`src/rtl/arb_pkg.sv`:
```
// arb_pkg: shared types, default sizes and helpers for the round-robin address arbiter
package arb_pkg;
  localparam int N_DEF = 16;
  localparam int AW_DEF = 4;
  localparam int HOLD_MAX_DEF = 8;
  typedef enum logic {IDLE, GRANT} arb_state_t;
  function automatic logic [AW_DEF-1:0] onehot2bin(input logic [N_DEF-1:0] oh);
    onehot2bin = '0;
    for (int i = 0; i < N_DEF; i++) if (oh[i]) onehot2bin = onehot2bin | AW_DEF'(i);
  endfunction
endpackage

```
`src/rtl/rr_prio_pick.sv`:
```
// rr_prio_pick: rotating priority picker, first set req bit at or after ptr (wrapping)
module rr_prio_pick import arb_pkg::*; #(
  parameter int N = N_DEF,
  parameter int AW = AW_DEF
) (
  input  logic [N-1:0]  req,
  input  logic [AW-1:0] ptr,
  output logic          any,
  output logic [AW-1:0] idx
);
  logic [2*N-1:0] dbl;
  logic [N-1:0] rot;
  logic [AW-1:0] off;
  assign dbl = {req, req} >> ptr;
  assign rot = dbl[N-1:0];
  assign any = |req;
  assign idx = ptr + off;
  // fixed priority encode of the rotated vector; lowest set bit wins
  always_comb begin
    off = '0;
    for (int i = N - 1; i >= 0; i--) if (rot[i]) off = AW'(i);
  end
endmodule

```
`src/rtl/rr_addr_arbiter.sv`:
```
// rr_addr_arbiter: round-robin grant of one shared address resource; ARB_TIMEOUT_EN adds a hold-time limit
module rr_addr_arbiter import arb_pkg::*; #(
  parameter int N = N_DEF,
`ifdef ARB_TIMEOUT_EN
  parameter int HOLD_MAX = HOLD_MAX_DEF,
`endif
  parameter int AW = AW_DEF
) (
  input  logic          clk,
  input  logic          rst,
  input  logic [N-1:0]  req,
  input  logic          done,
  output logic          gnt_valid,
  output logic [N-1:0]  gnt_onehot,
  output logic [AW-1:0] gnt_addr,
  output logic          busy,
  output logic          timeout
);
  arb_state_t state, state_n;
  logic [AW-1:0] ptr, ptr_n, addr_n, idx;
  logic [N-1:0] oh_n;
  logic valid_n, any, rel;
  rr_prio_pick #(.N(N), .AW(AW)) u_pick (.req(req), .ptr(ptr), .any(any), .idx(idx));
`ifdef ARB_TIMEOUT_EN
  localparam int CW = $clog2(HOLD_MAX + 1);
  logic [CW-1:0] cnt, cnt_n;
  logic expire, to_n;
  assign expire = cnt == CW'(HOLD_MAX - 1);
  assign rel = done | ~req[gnt_addr] | expire;
`else
  assign rel = done | ~req[gnt_addr];
  assign timeout = 1'b0;
`endif
  // next-state: grant from IDLE, release from GRANT (no back-to-back grants)
  always_comb begin
    state_n = state;
    ptr_n = ptr;
    valid_n = gnt_valid;
    oh_n = gnt_onehot;
    addr_n = gnt_addr;
`ifdef ARB_TIMEOUT_EN
    cnt_n = cnt;
    to_n = 1'b0;
`endif
    if (state == IDLE) begin
      if (any) begin
        state_n = GRANT;
        valid_n = 1'b1;
        oh_n = N'(1) << idx;
        addr_n = idx;
`ifdef ARB_TIMEOUT_EN
        cnt_n = '0;
`endif
      end
    end else if (rel) begin
      state_n = IDLE;
      valid_n = 1'b0;
      oh_n = '0;
      addr_n = '0;
      ptr_n = gnt_addr + 1'b1;
`ifdef ARB_TIMEOUT_EN
      to_n = ~done & req[gnt_addr];
      cnt_n = '0;
    end else begin
      cnt_n = cnt + 1'b1;
`endif
    end
  end
  // state, pointer and registered outputs
  always_ff @(posedge clk or posedge rst) begin
    if (rst) begin
      state <= IDLE;
      ptr <= '0;
      gnt_valid <= 1'b0;
      gnt_onehot <= '0;
      gnt_addr <= '0;
      busy <= 1'b0;
`ifdef ARB_TIMEOUT_EN
      cnt <= '0;
      timeout <= 1'b0;
`endif
    end else begin
      state <= state_n;
      ptr <= ptr_n;
      gnt_valid <= valid_n;
      gnt_onehot <= oh_n;
      gnt_addr <= addr_n;
      busy <= state_n == GRANT;
`ifdef ARB_TIMEOUT_EN
      cnt <= cnt_n;
      timeout <= to_n;
`endif
    end
  end
endmodule

```
`config.mk`:
```
export PLATFORM = sky130hd
export DESIGN_NAME = rr_addr_arbiter
export DESIGN_NICKNAME = d
export VERILOG_FILES = /design/src/rtl/arb_pkg.sv /design/src/rtl/rr_prio_pick.sv /design/src/rtl/rr_addr_arbiter.sv
export SDC_FILE = /design/constraint.sdc
export NUM_CORES = 1
export LEC_CHECK = 0
export BUFFER_PORTS_ARGS = -buffer_cell sky130_fd_sc_hd__buf_2
export CORE_ASPECT_RATIO = 1.4
export CORE_MARGIN = 3
export CORE_UTILIZATION = 33
export DETAILED_ROUTE_END_ITERATION = 8
export GPL_ROUTABILITY_DRIVEN = 0
export GPL_TIMING_DRIVEN = 0
export PLACE_DENSITY = 0.56
export SLEW_MARGIN = 10
export SYNTH_ARGS = -nofsm -noshare
export SYNTH_HDL_FRONTEND = slang
export SYNTH_SLANG_ARGS = --single-unit
```
`constraint.sdc`:
```
create_clock -name clk -period 12.4 [get_ports clk]
set_clock_uncertainty 0.15 [all_clocks]
set_input_delay 2.48 -clock clk [delete_from_list [all_inputs] [get_ports clk]]
set_output_delay 2.48 -clock clk [all_outputs]
set_load 0.1 [all_outputs]
```
==> reports/qor.txt, run 1 <==
run status: finished clean
#FFs+latches synth: 26
I/O Buffers: 40
Worst Slack Setup Final: 6.37 ns
hold endpoint: gnt_valid
final core occ: 39.3%
Worst R2R Path Depth: 14
CTS tree: built
drt via density: 5.64
first-pass GRT wire length: 11600 µm
synth-to-layout area growth: 15.6%
Sink Count: 26
Die X: 79.9 µm
worst relative slew slack: 34.3%
hold_sp: gnt_valid
R2R Setup Slk: 7.96 ns
Reg-to-Reg End: gnt_onehot[15]
register area: 651 µm²
Worst-path clk slew: 0.09 ns
wire length per cell: 16.6 µm
CP Launch Type: input port
TritonCTS buffer count: 3
type of the most critical hold path: reg2reg
post-detail-place hpwl: 5470 µm
top_reg_cell synth: dfrtp_1
Final TNS setup: 0 ns
top post-synthesis cells by area: dfrtp_1, mux4_2, nand2_1
Critical Path AT: 6.10 ns
Clock Latency Late Sink: 0.27 ns
unrepaired setup endpoints after global routing: false
Syn Nets: 298
Diodes inserted: 0
CP required: 12.46 ns
crit path time final: 6.03 ns
post-synth top area cell: dfrtp_1
Seq/Total Area, Yosys: 25.8%
Initial DRC Count: 176
Multi-input gate area: 1730 µm²
syn_area_per_cell: 9.20 µm²
Ports: 42
count leader, synth: nand2_1
via count: 2339
hold_buf cts: 0
top cell type's share of synthesized area: 25.8%
Worst Setup Path Type: in2reg
pin count of the biggest net entering global routing: 27
Overflow after GRT: 0
H-tree Lvls: 1
FFs w/ async S/R, synth: 100%
Worst-Margin Slew: 0.984 ns
die area: 8740 µm²
initial antenna violation count: 0
Nets: 343
chip height: 109 µm
DP Worst Slack: 6.13 ns
Critical Path Sink Type: flip-flop
worst hold path depth: 2
Site Rows: 37
Residual DRC: 0
Synth top cells by count: nand2_1, dfrtp_1, mux4_2
number of fill cells in the layout: 800
endpoints failing setup: 0
Hold WS: 0.340 ns
Syn. warnings: 0
maxcap violations: 0
core area: 7410 µm²
Total GRT Usage: 16.5%
post_cts resized: 0
Starting Density: 34.0%
Cells after Synth: 274
WL final: 6900 µm
final hold vios: 0
Final Max Tran Viols: 0
Bufs on Longest Clock Path: 2
Setup Fix Bufs, Post-CTS: 0
layout cells sized above 1: 24.8%
vias in the first global route: 2372
Antenna Nets Post-Route: 0
Achievable Freq: 0.166 GHz
number of distinct library cells after synthesis: 59
fin crit share: 48.6%
critical path peak fanout: 9
EDFF count, synth: 0
DRT Pass-1 Iters: 4
Critical R2R Launch: ptr[1]
Post-Syn Area: 2520 µm²
root buffer selected by CTS: clkbuf_8
## layer usage
metal,up-vias,GRT usage [%],part of all wire (%)
met1,1134,19.6,40
met4,0,6.52,2.6
li1,1125,-,-
met5,-,0,0
met2,66,30.4,54
met3,14,1.23,3.9
## stage by stage
| step | cell area [µm²] | std cells |
|---|---|---|
| after floorplan | 2520 | 274 |
| after global placement | 2840 | 411 |
| after detailed placement | 2840 | 411 |
| after CTS | 2910 | 415 |
| after global routing | 2910 | 415 |
| final | 2910 | 415 |
## area by class of cell
type	count	share of cell area, %
clock inverter	1	1.03
clock buffer	3	1.42
multi-input combinational	218	59.4
sequential	26	22.3
buffer	20	3.48
tap	97	4.16
timing repair buffer	40	6.87
inverter	10	1.29
## state kept, by name, indices dropped and copies added (netlist names)
name	count
state	1
ptr	4
gnt_addr	4
gnt_valid	1
gnt_onehot	16
## cells by family (layout without fill, tap and decap cells)
| group | after synthesis | count (layout) | synth area share (%) |
|---|---|---|---|
| AOI/OAI and AO/OA | 67 | 67 | 18.4 |
| xor gates and xnor gates | 6 | 6 | 2.38 |
| adders and majority gates | 5 | 5 | 2.78 |
| buffers and inverters | 30 | 74 | 5.51 |
| DFF | 26 | 26 | 25.8 |
| muxes | 39 | 39 | 25.7 |
| other | 1 | 1 | 0.149 |
| and+or+nand+nor | 100 | 100 | 19.3 |
## layout by cell type (no fill, tap or decap), types with 3 or more instances in the layout
cell      instances
a21o_1            4
a21oi_1           9
a22o_1            5
a31oi_1           3
a32o_1            4
and2_1            4
and3_1            5
buf_2            43
clkbuf_1         11
clkbuf_8          3
dfrtp_1          26
ha_1              4
inv_1            10
mux2_2            5
mux2i_1          14
mux4_2           20
nand2_1          43
nand2b_1          5
nand3_1           7
nand4_1           3
nor2_1           14
nor2b_1           4
nor3_1            3
nor4_1            4
o21ai_0          11
o21ai_1           8
o22ai_1           3
xor2_1            4
## critical path: stages
cell      delay [ns]
buf_2           0.14
mux4_2          0.57
nor3b_1         0.18
or4_1           0.46
o311ai_0        0.16
nor3_1          0.12
o41ai_1         0.34
a21oi_1         0.11
ha_1            0.22
inv_1           0.07
fa_1            0.43
nor2_1          0.47
and3_1          0.24
a22o_1          0.12
## worst max path at each step
stage               cells past startpoint             end  startpoint
detailed placement                     14  gnt_onehot[15]     req[13]
finish                                 14  gnt_onehot[15]     req[13]
floorplan                              15  gnt_onehot[13]     req[13]
global route                           14  gnt_onehot[11]     req[13]
CTS                                    14  gnt_onehot[15]     req[13]
global placement                       14  gnt_onehot[15]     req[13]
Power of run 1 is left out: the tool's default activity adds up to more than one toggle a clock period on the data nets, which glitch-free logic cannot reach.
==> inputs of run 2 (changes only) <==
PLACE_DENSITY = 0.57   (was 0.56)
clock period = 5.05 ns   (was 12.4 ns; I/O delays follow)
==> reports/qor.txt, run 2 (synthesized netlist as in run 1, its figures left out) <==
run status: finished clean
Residual DRC: 0
hold_buf cts: 0
hold endpoint: gnt_valid
Initial DRC Count: 132
slowest CP cell: mux4_2
maxcap violations: 0
CP required: 5.11 ns
initial antenna violation count: 0
Achievable Freq: 0.218 GHz
Setup Fix Bufs, Post-CTS: 0
Die X: 79.9 µm
Clock Latency Late Sink: 0.27 ns
GR Util met2: 32.0%
GR peak layer: met2
die area: 8740 µm²
worst relative slew slack: 33.4%
root buffer selected by CTS: clkbuf_8
Ports: 42
layout cells sized above 1: 24.8%
fin crit share: 90.8%
Final TNS setup: 0 ns
worst hold path depth: 2
Worst R2R Path Depth: 14
max FFs per register: 16
met3 Use GR: 1.48%
Critical Path Sink Type: flip-flop
Antenna Nets Post-Route: 0
synth-to-layout area growth: 14.9%
Buf+Inv Stages, Crit Path: 2
Worst-path clk slew: 0.09 ns
CTS tree: built
via count: 2344
DP Worst Slack: 0.216 ns
Nets: 343
DRT Pass-1 Iters: 4
final hold vios: 0
Worst Setup Path Type: in2reg
dpl cell area: 2840 µm²
CP Launch Type: input port
Reg-to-Reg End: gnt_onehot[11]
TritonCTS buffer count: 3
CP startpoint: req[13]
Overflow after GRT: 0
Worst Slack Setup Final: 0.463 ns
endpoints failing setup: 0
vias in the first global route: 2362
Critical R2R Launch: ptr[1]
most frequent cells in the layout: buf_2, nand2_1, dfrtp_1, mux4_2
wire length per cell: 17.1 µm
first-pass GRT wire length: 11800 µm
CP delay by family, top: simple AND/OR/NAND/NOR gates
largest register by flop count: gnt_onehot
Worst-Margin Slew: 0.998 ns
Final Max Tran Viols: 0
Diodes inserted: 0
I/O Buffers: 40
Total GRT Usage: 17.1%
GR Util met1: 20.0%
crit path time final: 4.59 ns
core area: 7410 µm²
Site Rows: 37
post-detail-place hpwl: 5600 µm
Critical Path AT: 4.65 ns
critical path peak fanout: 9
R2R Setup Slk: 0.57 ns
Largest regs: gnt_onehot x16, gnt_addr x4, ptr x4
WL final: 7100 µm
hold_sp: gnt_valid
pin count of the biggest net entering global routing: 27
cells along the critical path: buf_2 -> mux4_2 -> nor3b_1 -> or4_1 -> o311ai_0 -> nor3_1 -> o41ai_1 -> a21oi_1 -> ha_1 -> inv_1 -> fa_1 -> nor2_1 -> and3_1 -> a22o_1
Starting Density: 34.0%
type of the most critical hold path: reg2reg
chip height: 109 µm
max incr delay on CP: 0.56 ns
drt via density: 5.65
design area: 2900 µm²
H-tree Lvls: 1
Sink Count: 26
post_cts resized: 0
Bufs on Longest Clock Path: 2
unrepaired setup endpoints after global routing: false
[run 2: worst max path at each step]
| stage | end | slack (ns) | cells past startpoint |
|---|---|---|---|
| 2_1_floorplan | gnt_onehot[13] | 0.86 | 15 |
| 3_3_place_gp | gnt_onehot[11] | 0.19 | 14 |
| 5_1_grt | gnt_onehot[11] | 0.19 | 14 |
| 3_5_place_dp | gnt_onehot[15] | 0.22 | 14 |
| 6_report | gnt_onehot[11] | 0.46 | 14 |
| 4_1_cts | gnt_onehot[11] | 0.48 | 14 |
[run 2: area by class of cell]
type | instances | area (µm²)
buffer | 20 | 101
fill | 780 | 4510
sequential | 26 | 651
inverter | 10 | 37.5
tap | 97 | 121
timing repair buffer | 40 | 200
clock buffer | 4 | 55.1
multi-input combinational | 218 | 1730
[run 2: metal layers]
metal  vias up  wire length (µm)
li1       1124                 -
met1      1139              2890
met2        67              3810
met3        14               221
met4         0               175
met5         -                 0
[run 2: worst reg2reg max path: stages (launching register included)]
cell and delay (ns):
dfrtp_1 0.38, buf_6 0.18, buf_2 0.29, mux4_2 0.59, or4_1 0.52, o311ai_0 0.16, nor3_1 0.12, o41ai_1 0.33
a21oi_1 0.10, ha_1 0.21, inv_1 0.07, fa_1 0.44, nor2_1 0.52, and3_1 0.24, a22o_1 0.12
[run 2: per-stage QoR]
| step | cells | util [%] | hold WS, ns |
|---|---|---|---|
| 2_1_floorplan | 274 | - | 0.614 |
| 3_3_place_gp | 411 | 38.4 | 0.311 |
| 3_5_place_dp | 411 | 38.4 | 0.313 |
| 4_1_cts | 415 | 39.1 | 0.340 |
| 5_1_grt | 415 | 39.1 | 0.362 |
| 6_report | 415 | 39.1 | 0.330 |
Power of run 2 is left out for the same reason.
==> inputs of run 3 (changes only) <==
MAX_ROUTING_LAYER = met4   (was default)
==> reports/qor.txt, run 3 (synthesized netlist as in run 1, its figures left out) <==
number of fill cells in the layout: 780
Ports: 42
first-pass GRT wire length: 11900 µm
CP delay by family, top: simple AND/OR/NAND/NOR gates
via count: 2328
Clock Latency Late Sink: 0.27 ns
slowest CP cell: mux4_2
dpl cell area: 2840 µm²
Antenna Nets Post-Route: 0
wire length per cell: 17.2 µm
Largest regs: gnt_onehot x16, gnt_addr x4, ptr x4
TritonCTS buffer count: 3
chip height: 109 µm
R2R Setup Slk: 0.57 ns
Critical Path Sink Type: flip-flop
critical path peak fanout: 9
endpoints failing setup: 0
Residual DRC: 0
Diodes inserted: 0
drt via density: 5.61
hold_sp: gnt_valid
hold endpoint: gnt_valid
WL final: 7140 µm
CP Launch Type: input port
Reg-to-Reg End: gnt_onehot[11]
Worst-Margin Slew: 0.991 ns
register area: 651 µm²
CP required: 5.11 ns
die area: 8740 µm²
DP Worst Slack: 0.216 ns
cells along the critical path: buf_2 -> mux4_2 -> nor3b_1 -> or4_1 -> o311ai_0 -> nor3_1 -> o41ai_1 -> a21oi_1 -> ha_1 -> inv_1 -> fa_1 -> nor2_1 -> and3_1 -> a22o_1
Critical Path AT: 4.65 ns
Critical R2R Launch: ptr[1]
Final Max Tran Viols: 0
hold_buf cts: 0
vias in the first global route: 2354
largest register by flop count: gnt_onehot
root buffer selected by CTS: clkbuf_8
worst relative slew slack: 33.9%
Worst R2R Path Depth: 14
most frequent cells in the layout: buf_2, nand2_1, dfrtp_1, mux4_2
unrepaired setup endpoints after global routing: false
final hold vios: 0
synth-to-layout area growth: 14.9%
pin count of the biggest net entering global routing: 27
Bufs on Longest Clock Path: 2
Setup Fix Bufs, Post-CTS: 0
max incr delay on CP: 0.57 ns
Buf+Inv Stages, Crit Path: 2
initial antenna violation count: 0
core area: 7410 µm²
maxcap violations: 0
Multi-input gate area: 1730 µm²
H-tree Lvls: 1
Achievable Freq: 0.218 GHz
Initial DRC Count: 161
crit path time final: 4.58 ns
Worst Setup Path Type: in2reg
Sink Count: 26
Final TNS setup: 0 ns
Die X: 79.9 µm
design area: 2900 µm²
final core occ: 39.1%
fin crit share: 90.8%
DRT Pass-1 Iters: 4
CTS tree: built
layout cells sized above 1: 24.8%
max FFs per register: 16
I/O Buffers: 40
type of the most critical hold path: reg2reg
Starting Density: 34.0%
worst hold path depth: 2
Overflow after GRT: 0
post_cts resized: 0
Nets: 343
Total GRT Usage: 17.6%
Worst-path clk slew: 0.09 ns
run status: finished clean
Worst Slack Setup Final: 0.465 ns
Site Rows: 37
post-detail-place hpwl: 5600 µm
## run 3: worst max path at each step
stage / startpoint / end / slack (ns) / depth (start not counted)
2_1_floorplan: req[13] / gnt_onehot[13] / 0.86 / 15
5_1_grt: req[13] / gnt_onehot[11] / 0.19 / 14
4_1_cts: req[13] / gnt_onehot[11] / 0.48 / 14
3_5_place_dp: req[13] / gnt_onehot[15] / 0.22 / 14
3_3_place_gp: req[13] / gnt_onehot[11] / 0.19 / 14
6_report: req[13] / gnt_onehot[11] / 0.47 / 14
## run 3: per-layer routing
metal	share of wire (%)	track usage, %	routed length [µm]	vias to the layer above
li1	-	-	-	1127
met1	41	20.4	2960	1135
met2	54	31.8	3840	52
met3	2.3	1.23	166	14
met4	2.5	6.28	175	0
met5	0	-	0	-
## run 3: cell type report
type                       count  area share, %
buffer                        20           3.50
clock buffer                   4           1.90
inverter                      10           1.30
multi-input combinational    218           59.8
sequential                    26           22.5
tap                           97           4.19
timing repair buffer          40           6.91
## run 3: stage by stage
stage                     instances  hold WS (ns)
after floorplan                 274         0.614
after global placement          411         0.311
after detailed placement        411         0.313
after CTS                       415         0.340
after global routing            415         0.362
final                           415         0.330
## run 3: worst reg2reg max path: stages, from the launching register on
cell and delay (ns):
dfrtp_1 0.38, buf_6 0.18, buf_2 0.30, mux4_2 0.60, or4_1 0.52, o311ai_0 0.16
nor3_1 0.12, o41ai_1 0.33, a21oi_1 0.09, ha_1 0.21, inv_1 0.07, fa_1 0.44
nor2_1 0.52, and3_1 0.24, a22o_1 0.12
Power of run 3 is left out for the same reason.
